File: src/rtl/sync_fwft_fifo.sv
// sync_fwft_fifo: single-clock first-word-fall-through FIFO.
// Storage is a DEPTH-entry array with a registered read port. That read
// register is the output register, so a storage read lands in rdata_o on
// the edge that issues it, and no separate in-flight stage exists.
// The count covers storage plus the output register.
// Optional feature: define SYNC_FWFT_FIFO_BYPASS_EN to let a write into an
// empty FIFO load the output register directly, which removes one cycle of
// latency. Count, ordering, capacity and flags are the same in both builds.
module sync_fwft_fifo #(
    parameter int DATA_WIDTH = 32,
    parameter int LOG_DEPTH  = 4,
    parameter int AF_THRESH  = (2**LOG_DEPTH) - 1,
    parameter int AE_THRESH  = 1
) (
    input  logic                  clk,
    input  logic                  rst_n,
    input  logic                  flush_i,
    input  logic                  wvalid_i,
    input  logic [DATA_WIDTH-1:0] wdata_i,
    output logic                  wready_o,
    output logic                  rvalid_o,
    output logic [DATA_WIDTH-1:0] rdata_o,
    input  logic                  rready_i,
    output logic [LOG_DEPTH:0]    fifo_cnt_o,
    output logic                  almost_full_o,
    output logic                  almost_empty_o
);

    localparam int                 DEPTH    = 2**LOG_DEPTH;
    localparam logic [LOG_DEPTH:0] FULL_CNT = (LOG_DEPTH+1)'(DEPTH);
    localparam logic [LOG_DEPTH:0] AF_LVL   = (LOG_DEPTH+1)'(AF_THRESH);
    localparam logic [LOG_DEPTH:0] AE_LVL   = (LOG_DEPTH+1)'(AE_THRESH);

    logic [DATA_WIDTH-1:0] mem [DEPTH];
    logic [LOG_DEPTH-1:0]  wptr;
    logic [LOG_DEPTH-1:0]  rptr;
    logic [LOG_DEPTH:0]    cnt;
    logic                  rvalid_q;

    logic                  wr_fire;
    logic                  rd_fire;
    logic                  out_free;
    logic [LOG_DEPTH:0]    mem_cnt;
    logic                  mem_empty;
    logic                  rd_issue;
    logic                  byp_take;
    logic                  mem_wr;

    // Handshakes, storage occupancy and the read/bypass decisions for this cycle.
    // NOTE: every signal is assigned on every pass through this block, so no latch can be inferred.
    always_comb begin
        wready_o  = (cnt != FULL_CNT) && !flush_i;
        wr_fire   = wvalid_i && wready_o;
        rd_fire   = rvalid_q && rready_i;
        // The output register can take new data if it is empty or is being popped now.
        out_free  = !rvalid_q || rd_fire;
        // Entries in the array are the total count minus the one held at the output.
        mem_cnt   = cnt - (LOG_DEPTH+1)'(rvalid_q);
        mem_empty = (mem_cnt == '0);
        rd_issue  = !mem_empty && out_free && !flush_i;
`ifdef SYNC_FWFT_FIFO_BYPASS_EN
        // Nothing older is queued, so the word can go straight to the output.
        byp_take  = wr_fire && mem_empty && out_free;
`else
        byp_take  = 1'b0;
`endif
        mem_wr    = wr_fire && !byp_take;
    end

    // Pointers, occupancy count and output-valid; a flush clears all of them and wins over handshakes.
    // NOTE: state registers use non-blocking assignments so every flop samples pre-edge values.
    always_ff @(posedge clk or negedge rst_n) begin
        if (!rst_n) begin
            wptr     <= '0;
            rptr     <= '0;
            cnt      <= '0;
            rvalid_q <= 1'b0;
        end else if (flush_i) begin
            wptr     <= '0;
            rptr     <= '0;
            cnt      <= '0;
            rvalid_q <= 1'b0;
        end else begin
            if (mem_wr)   wptr <= wptr + LOG_DEPTH'(1);
            if (rd_issue) rptr <= rptr + LOG_DEPTH'(1);
            if (out_free) rvalid_q <= rd_issue || byp_take;
            case ({wr_fire, rd_fire})
                2'b10:   cnt <= cnt + (LOG_DEPTH+1)'(1);
                2'b01:   cnt <= cnt - (LOG_DEPTH+1)'(1);
                default: cnt <= cnt;
            endcase
        end
    end

    // Array write port and registered read port, which doubles as the output data register.
    // NOTE: the array and its read register have no reset; rvalid_o guards every use of their contents.
    always_ff @(posedge clk) begin
        if (mem_wr) mem[wptr] <= wdata_i;
        if (rd_issue)      rdata_o <= mem[rptr];
        else if (byp_take) rdata_o <= wdata_i;
    end

    assign rvalid_o       = rvalid_q;
    assign fifo_cnt_o     = cnt;
    assign almost_full_o  = (cnt >= AF_LVL);
    assign almost_empty_o = (cnt <= AE_LVL);

endmodule

File: config.mk
export PLATFORM = sky130hd
export DESIGN_NAME = sync_fwft_fifo
export DESIGN_NICKNAME = d
export VERILOG_FILES = /design/src/rtl/sync_fwft_fifo.sv
export SDC_FILE = /design/constraint.sdc
export NUM_CORES = 1
export LEC_CHECK = 0
export ABC_CLOCK_PERIOD_IN_PS = 4400
export CORE_AREA = 4 4 302 304
export CTS_CLUSTER_DIAMETER = 120
export DETAILED_ROUTE_END_ITERATION = 8
export DIE_AREA = 0 0 306 308
export MAX_ROUTING_LAYER = met4
export PLACE_DENSITY = 0.44
export SYNTH_ARGS = -nofsm -noshare
export SYNTH_HDL_FRONTEND = slang
export SYNTH_SLANG_ARGS = --single-unit
File: constraint.sdc
create_clock -name clk -period 4.4 [get_ports clk]
set_input_delay 0.44 -clock clk [delete_from_list [all_inputs] [get_ports clk]]
set_output_delay 0.44 -clock clk [all_outputs]
set_load 0.1 [all_outputs]
-- After elaboration in Yosys (flattened, before gate mapping)
Memory sizes are Yosys's and may differ from the RTL's. A register that Yosys moved wholly into a read port is not among the register bits.
Cells that the tools add are included.
- flip-flop bits (word level): 14
- bits in writable memories: 512
- bits of input ports: 37
- logic and storage cells: 39
- memories: 1
- memories (name ; words ; width ; rd ports ; clocked after memory_dff ; write ports ; RTL line ; text):
    mem ; 16 ; 32 ; 1 ; 1 ; 1 ; 34 ; logic [DATA_WIDTH-1:0] mem [DEPTH];
- add/sub/neg operators: 5
- magnitude comparators: 2
- equality and inequality tests: 3
- muxes and demuxes: 10
- reductions and logical operators: 14
- operator list (operator ; count):
    $mux 4 ; 4
    $pmux 5 s2 ; 1
    $add 4x1->4 const B ; 2
    $reduce_bool 2->1 ; 3
    $add 5x1->5 const B ; 1
    $ge 5x4->1 const B ; 1
    $le 5x1->1 const B ; 1
    $logic_and 1x1->1 ; 5
    $logic_not 5->1 ; 1
    $mux 5 ; 1
    $ne 5x5->1 const B ; 1
    $sub 5x1->5 ; 1
    $sub 5x1->5 const B ; 1
    $mux 1 ; 4
    $logic_not 1->1 ; 3
    $reduce_bool 3->1 ; 1
    $eq 2x1->1 const B ; 1
    $eq 2x2->1 const B ; 1
    $logic_or 1x1->1 ; 1

-- Depth between registers and ports, before layout
Gate-level depths: netlist of run 1.
- depth after elaboration: 7
- depth in mapped cells: 9

-- Worst setup path before layout of run 1
No wires, ideal clock.
- path kind: flip-flop to flip-flop
- start: reg cnt[1] (netlist: fifo_cnt_o[1])
- end: mem mem[4][0], enable pin
- setup time: 392 ps
- arrival time: 3029 ps
- setup slack: 979 ps
- cell stages (with the launch flop): 9
- path buffers: 2
- period minus slack after synthesis: 3421 ps
- path through: dfrtp_1 > buf_2 > inv_1 > ha_1 > nand4bb_1 > buf_2 > nand2_1 > nor3b_1 > and2_1
- cells in the longest elaborated chain, start to end: 5
- RTL lines (item ; RTL line ; text):
    start: declaration ; 37 ; logic [LOG_DEPTH:0] cnt;
    start signal: assignment ; 88 ; 2'b10: cnt <= cnt + (LOG_DEPTH+1)'(1);
    start signal: assignment ; 89 ; 2'b01: cnt <= cnt - (LOG_DEPTH+1)'(1);
    start signal: assignment ; 90 ; default: cnt <= cnt;
    $ne 5x5->1 ; 52 ; wready_o = (cnt != FULL_CNT) && !flush_i;
    $logic_and 1x1->1 ; 52 ;
    $logic_and 1x1->1 ; 53 ; wr_fire = wvalid_i && wready_o;
    $mux 1 ; 98 ; if (mem_wr) mem[wptr] <= wdata_i;
    $mux 1 (not written as such) ; 98 ;
    end: declaration ; 34 ;
Every way passes these cells.

-- Worst setup path after layout of run 1
- start: reg cnt[1] (netlist: fifo_cnt_o[1])
- end: out almost_full_o
- cells in the longest elaborated chain, start to end: 1
- RTL lines (item ; RTL line ; text):
    $ge 5x4->1 ; 105 ; assign almost_full_o = (cnt >= AF_LVL);
    end: declaration ; 25 ; output logic almost_full_o,
Every way passes these cells.

==> qor.yml, run 1 <==
status: "complete, no violations"
worst_hold_path_type: "in2async"
routed_wl_um: 56900
fmax_ghz: 0.295
numCtsBuffers: 60
clock_skew_ns: 0.0114
crit_arrival_ns: 2.95
cts.sinks: 558
path_depth: 6
synth-edff-count: 544
synth.avg_cell_area_sq_um: 22.5
yosysTopAreaCellShare: 0.772
synth-adder-area-share: 0.00650
pwr-share-seq: 0.415
crit_fanout: 11
dp_hpwl_um: 35500
syn_inst: 940
drtAntennaViolNets: 0
slew_violations: 0
ioPinCount: 78
ff2ff_path_depth: 7
core_area_sq_mm: 0.0882
wire_per_inst_um: 25.1
die-area_sq_mm: 0.0942
dr.pass1.iters: 4
ctsHoldBuffers: 0
final_hold_viol_count: 0
antenna_found_initial: 0
path_buf_inv: 1
yosysTopAreaCell: "edfxtp_1"
p_clk_frac: 0.341
worst-setup-path-type: "reg2out"
synth.area.mux_share: 0.139
slew_headroom: 0.246
viasPerCell: 4.37
critical_path.cell_chain: "ha_1 > and3_1 > ha_1 > nor2_1 > nand2_1 > clkdlybuf4s50_1"
cts_setup_buffers: 0
initial_core_util: 0.240
clk_pin_slew_ns: 0.06
p_leak_nw: 7.82
fin_nets: 1101
drive_gt1_frac: 0.248
pwr-share-comb: 0.244
syn-num-nets: 988
cts_tree: "built"
synth_top_family_by_area: "multiplexers"
grtUsageTotal: 0.123
die_x_um: 306
max_stage_delay_ns: 1.14
syn_area_sq_mm: 0.0212
synthXorXnorAreaFrac: 0.00166
cp-start-kind: "flip-flop"
setup_viol: 0
clkLatencyLatePin_ns: 0.61
min_period_over_period: 0.770
cap_violations: 0
clock-root-buffer: "clkbuf_16"
worst-endpoint-required_ns: 3.96
worst_slack_ns: 1.01
yosysWarnings: 0
p_int_w: 0.0106
ys_ff_latch: 558
vias: 9916
ir_drop_v: 0.000344
row_count: 109
cp_top_family: "buffers and inverters"
fin_crit_ns: 3.39
synthArstFlopShare: 0.0251
power.density_mw_per_mm2: 602
ys.flop_type: "edfxtp_1"
holdWs_ns: 0.262
rsz0062_at_grt: "no"
area_growth_pct: 20.4
diodes: 0
switching_power_w: 0.00472
worst_pin_slew_ns: 1.13
synthSimpleGateAreaFrac: 0.0229
synth_compound_area_frac: 0.0283
drc: 0
switching_share: 0.308
ys_seq_area_frac: 0.788
yosys-top-cells-area: "edfxtp_1 (77%), mux4_2 (14%), a22oi_1 (2.3%)"
routabilityCongestion: 0.729
gr-total-overflow: 0
cts_resized: 0
cts.path.max_buffers: 3
pre_cts_slack_ns: 0.915
grt_pass1_vias: 10293
grt_first_pass_wirelength_um: 80400
grt_max_degree: 39
synth_cell_types: 41
end_kind: "primary output"
critPathMostFrequentCell: "ha_1"
die_h_um: 308
h-tree-depth: 2
crit_path_top_delay_cell: "clkdlybuf4s50_1"
drt_iter0_drc: 1061
portBuffers: 77
tns_ns: 0
cells by family (layout without fill, tap and decap cells):
group / after synthesis / count (layout)
flip-flops: 558 / 558
multiplexers: 133 / 133
AND/OR/NAND/NOR: 96 / 96
AO/OA/AOI/OAI: 81 / 81
buffers and inverters: 57 / 220
adder cells (fa/ha/maj): 11 / 11
XOR/XNOR: 4 / 4
worst reg2reg max path: cells and delay by family (launching register included):
kind	cells	cell delay (ns)
adder cells (fa/ha/maj)	1	0.21
flip-flops	1	0.55
buffers and inverters	2	0.55
AND/OR/NAND/NOR	4	1.58
per-layer routing:
layer  GRT usage  share of wire
met1       0.165           0.45
met2       0.198           0.49
met3      0.0205          0.035
met4      0.0279          0.019
met5           -              0
final timing paths:
path | start | to | slack (ns)
worst max-delay path | fifo_cnt_o[1] | almost_full_o | 1.01
worst min-delay path | rst_n | fifo_cnt_o[4] | 0.26
worst max register to register | fifo_cnt_o[1] | mem[6][15] | 1.17
worst min register to register | wptr[0] | wptr[0] | 0.58
max in group asynchronous | rst_n | rptr[0] | 3.59
min in group clk | wvalid_i | fifo_cnt_o[4] | 0.57
cell usage after synthesis, drive strengths merged, types with 2 or more instances:
cell type and instances:
o21ai 4, edfxtp 544, ha 11, and4 4, nand2 40, a22oi 64
mux4 128, nand3 6, nor2b 7, and3 5, nand4 4, and2 13
nor2 11, clkbuf 24, mux2i 2, a21oi 3, buf 27, inv 6
dfrtp 14, xnor2 4, mux2 3
layout by cell type (no fill, tap or decap), types with 4 or more instances in the layout:
cell type / netlist / routed
mux4_2: 128 / 128
inv_1: 6 / 6
nor2b_1: 7 / 5
bufinv_16: 0 / 11
nand3_1: 6 / 6
clkbuf_1: 24 / 8
and3_2: 0 / 4
and4_2: 0 / 4
clkinv_2: 0 / 14
buf_4: 7 / 21
a22oi_1: 64 / 64
nand4_1: 4 / 4
dfrtp_1: 14 / 12
clkinv_1: 0 / 12
edfxtp_1: 544 / 544
nand2_1: 40 / 40
ha_1: 11 / 11
and2_2: 0 / 10
nor2_1: 11 / 10
clkdlybuf4s50_1: 0 / 76
buf_12: 0 / 5
xnor2_1: 4 / 4
clkbuf_16: 0 / 60
cell type report:
type	count	area (sq um)
Timing Repair Buffer	102	1020
Fill cell	8611	62700
Clock inverter	44	528
Inverter	6	22.5
Clock buffer	68	1530
Multi-Input combinational cell	325	4240
Tap cell	1165	1460
Sequential cell	558	16700
sequential cells by signal, indices dropped and copies added, names as in the netlist:
| register | count |
|---|---|
| fifo_cnt_o | 5 |
| mem | 512 |
| rdata_o | 32 |
| rptr | 4 |
| rvalid_o | 1 |
| wptr | 4 |
metrics by stage:
stage	instances	power [W]	instance area (sq um)	util
6_report	2268	0.0153	25500	0.289
5_1_grt	2268	0.0160	25500	0.289
4_1_cts	2268	0.0156	25500	0.289
3_5_place_dp	2156	0.0103	23400	0.266
3_3_place_gp	2156	0.0103	23400	0.266
2_1_floorplan	940	0.00904	21200	-
power groups by stage:
stage                     clock network, W  registers, W  logic (W)
after floorplan                          0       0.00721    0.00184
after global placement                   0       0.00649    0.00383
after detailed placement                 0       0.00650    0.00382
after CTS                          0.00538       0.00639    0.00383
after global routing               0.00564       0.00640    0.00396
final                              0.00523       0.00636    0.00375
No activity file was read; power rests on OpenSTA's default activity.
==> run 2: changes to the inputs <==
Settings changed: ABC_CLOCK_PERIOD_IN_PS 4400 to 3500.
Clock period 4.4 ns to 3.5 ns, I/O delays scaled along.
==> run 2 against run 1 <==
Via count is 1.8% lower; worst setup slack lost 0.46 ns; combinational power is 20% higher; sequential power increased by 25%; flip-flop and latch count unchanged; count of clock-buffer cells in the layout rose by 1; global-route usage down 1.5 points; design area up 0.63%; non-clock buffer count grew 17; total power increased by 23%; core utilization rose by 0.18 points; hold slack worse by 0.082 ns.
==> qor.yml, run 2 (synthesis results as in run 1) <==
status: "complete, no violations"
dr.pass1.iters: 5  # +1
cts_resized: 0  # unchanged
fin_crit_ns: 2.95
grt_first_pass_wirelength_um: 73700  # -8.3%
die_h_um: 308  # unchanged
diodes: 0  # unchanged
critical_path.cell_chain: "inv_1 > ha_1 > nand4bb_1 > nand2_1 > nor3b_1 > and2_2 > buf_12"
rsz0062_at_grt: "no"
worst_hold_path_type: "in2async"
crit_arrival_ns: 3.25  # +0.30 ns
cts_tree: "built"
min_period_over_period: 0.843
slew_violations: 0  # unchanged
fmax_ghz: 0.339
power.density_mw_per_mm2: 734  # +22%
gr-total-overflow: 0  # unchanged
row_count: 109  # unchanged
largest_reg_flops: 512  # unchanged
drive_gt1_frac: 0.261  # +0.0135
slew_headroom: 0.293  # +0.0473
max_stage_delay_ns: 0.55  # -0.59 ns
core_area_sq_mm: 0.0882  # unchanged
cts_setup_buffers: 0  # unchanged
ctsHoldBuffers: 0  # unchanged
grt_pass1_vias: 10654  # +3.5%
initial_core_util: 0.240  # unchanged
clkLatencyLatePin_ns: 0.62  # about the same
drtAntennaViolNets: 0  # unchanged
crit_path_top_delay_cell: "dfrtp_1"
vias: 9739  # -1.8%
p_total_w: 0.0188  # +23%
die-area_sq_mm: 0.0942  # unchanged
clock-root-buffer: "clkbuf_16"
cts.path.max_buffers: 3  # unchanged
drt_iter0_drc: 737  # -31%
p_leak_nw: 7.90  # +1.1%
layout_common_cells: "edfxtp_1 (544), mux4_2 (128), clkdlybuf4s50_1 (74), a22oi_1 (64), clkbuf_16 (60)"
die_x_um: 306  # unchanged
end_kind: "flip-flop"
grtUsageTotal: 0.108  # -0.0148
clock_skew_ns: 0.0292  # +0.0178 ns
nFillCells: 8565  # -0.53%
layout_commonest_cell: "edfxtp_1"
seqCellArea_sq_mm: 0.0167  # unchanged
crit_fanout: 20  # +9
final_hold_viol_count: 0  # unchanged
cap_violations: 0  # unchanged
routed_wl_um: 49700  # -13%
setup_viol: 0  # unchanged
dp_hpwl_um: 30300  # -15%
fin_nets: 1117  # +1.5%
clk_pin_slew_ns: 0.06  # about the same
wire_per_inst_um: 21.8  # -13%
h-tree-depth: 2  # unchanged
tns_ns: 0  # unchanged
ir_drop_v: 0.000463  # +35%
cp-start-kind: "flip-flop"
portBuffers: 77  # unchanged
routabilityCongestion: 0.697  # -4.4%
worst-endpoint-required_ns: 3.80  # -0.16 ns
grt_max_degree: 43  # +10%
cts.sinks: 558  # unchanged
wl_met2_um: 24400  # -13%
antenna_found_initial: 0  # unchanged
viasPerCell: 4.27  # -2.3%
numCtsBuffers: 59  # -1.7%
drc: 0  # unchanged
ioPinCount: 78  # unchanged
worst_pin_slew_ns: 1.06  # -0.0718 ns
highest_layer: "met4"
worst-setup-path-type: "reg2reg"
regMostFlops: "mem"
wl_met3_um: 1840  # -8.7%
met1_length_um: 22500  # -13%
area_growth_pct: 21.2
multiInputGateArea_sq_mm: 0.00424  # unchanged
==> run 2: cell count changes in the layout (fill, tap and decap cells not counted) <==
cell | before | now
clkinv_2 | 14 | 15
inv_16 | 0 | 1
clkdlybuf4s50_1 | 76 | 74
clkinv_1 | 12 | 7
clkbuf_1 | 8 | 9
clkinv_8 | 3 | 0
bufinv_16 | 11 | 9
buf_4 | 21 | 32
clkinvlp_4 | 1 | 3
clkinv_4 | 3 | 0
buf_12 | 5 | 13
clkinv_16 | 0 | 1
inv_6 | 0 | 2
==> run 2: worst paths after layout <==
| kind | startpoint | end | slack, ns | cells after the start |
|---|---|---|---|---|
| max in group asynchronous | rst_n | rptr[0] | 2.78 | 1 |
| worst max-delay path | fifo_cnt_o[1] | mem[7][30] | 0.55 | 7 |
| min in group clk | wvalid_i | fifo_cnt_o[4] | 0.52 | 3 |
| worst min-delay path | rst_n | fifo_cnt_o[4] | 0.18 | 1 |
| worst max register to register | fifo_cnt_o[1] | mem[7][30] | 0.55 | 7 |
| worst min register to register | wptr[0] | wptr[0] | 0.62 | 1 |
==> run 2: critical path: cells and delay by family, from the launching register on <==
family                     cells  cell delay (ns)
DFF                            1             0.55
buffers and inverters          2             0.43
and+or+nand+nor                4             1.44
adders and majority gates      1             0.21
==> run 2: cell type report <==
type	count	share of cell area
inverters	6	0.000878
repair buffers	119	0.0484
well taps	1165	0.0568
multi-input cells	325	0.165
clock buffers	69	0.0599
clock inverters	38	0.0180
flip-flops and latches	558	0.651
==> run 2: stage by stage <==
stage / hold slack, ns / utilization / std cells / cell area (sq um) / setup slack (ns)
global route: 0.213 / 0.291 / 2280 / 25600 / 0.325
detailed placement: 0.617 / 0.268 / 2173 / 23700 / 0.517
CTS: 0.175 / 0.291 / 2280 / 25600 / 0.580
finish: 0.180 / 0.291 / 2280 / 25600 / 0.551
global placement: 0.576 / 0.268 / 2173 / 23700 / 0.504
floorplan: 0.0544 / - / 940 / 21200 / 0.0788
==> run 2: routing by layer <==
| layer | vias to the layer above | GRT usage |
|---|---|---|
| met5 | - | - |
| met4 | 0 | 0.0263 |
| met3 | 63 | 0.0171 |
| met2 | 190 | 0.175 |
| met1 | 5260 | 0.144 |
| li1 | 4226 | - |
==> run 2: power by group <==
part	switching, W	internal [W]
Combinational	0.00279	0.00169
Sequential	0.000253	0.00768
Clock	0.00259	0.00381
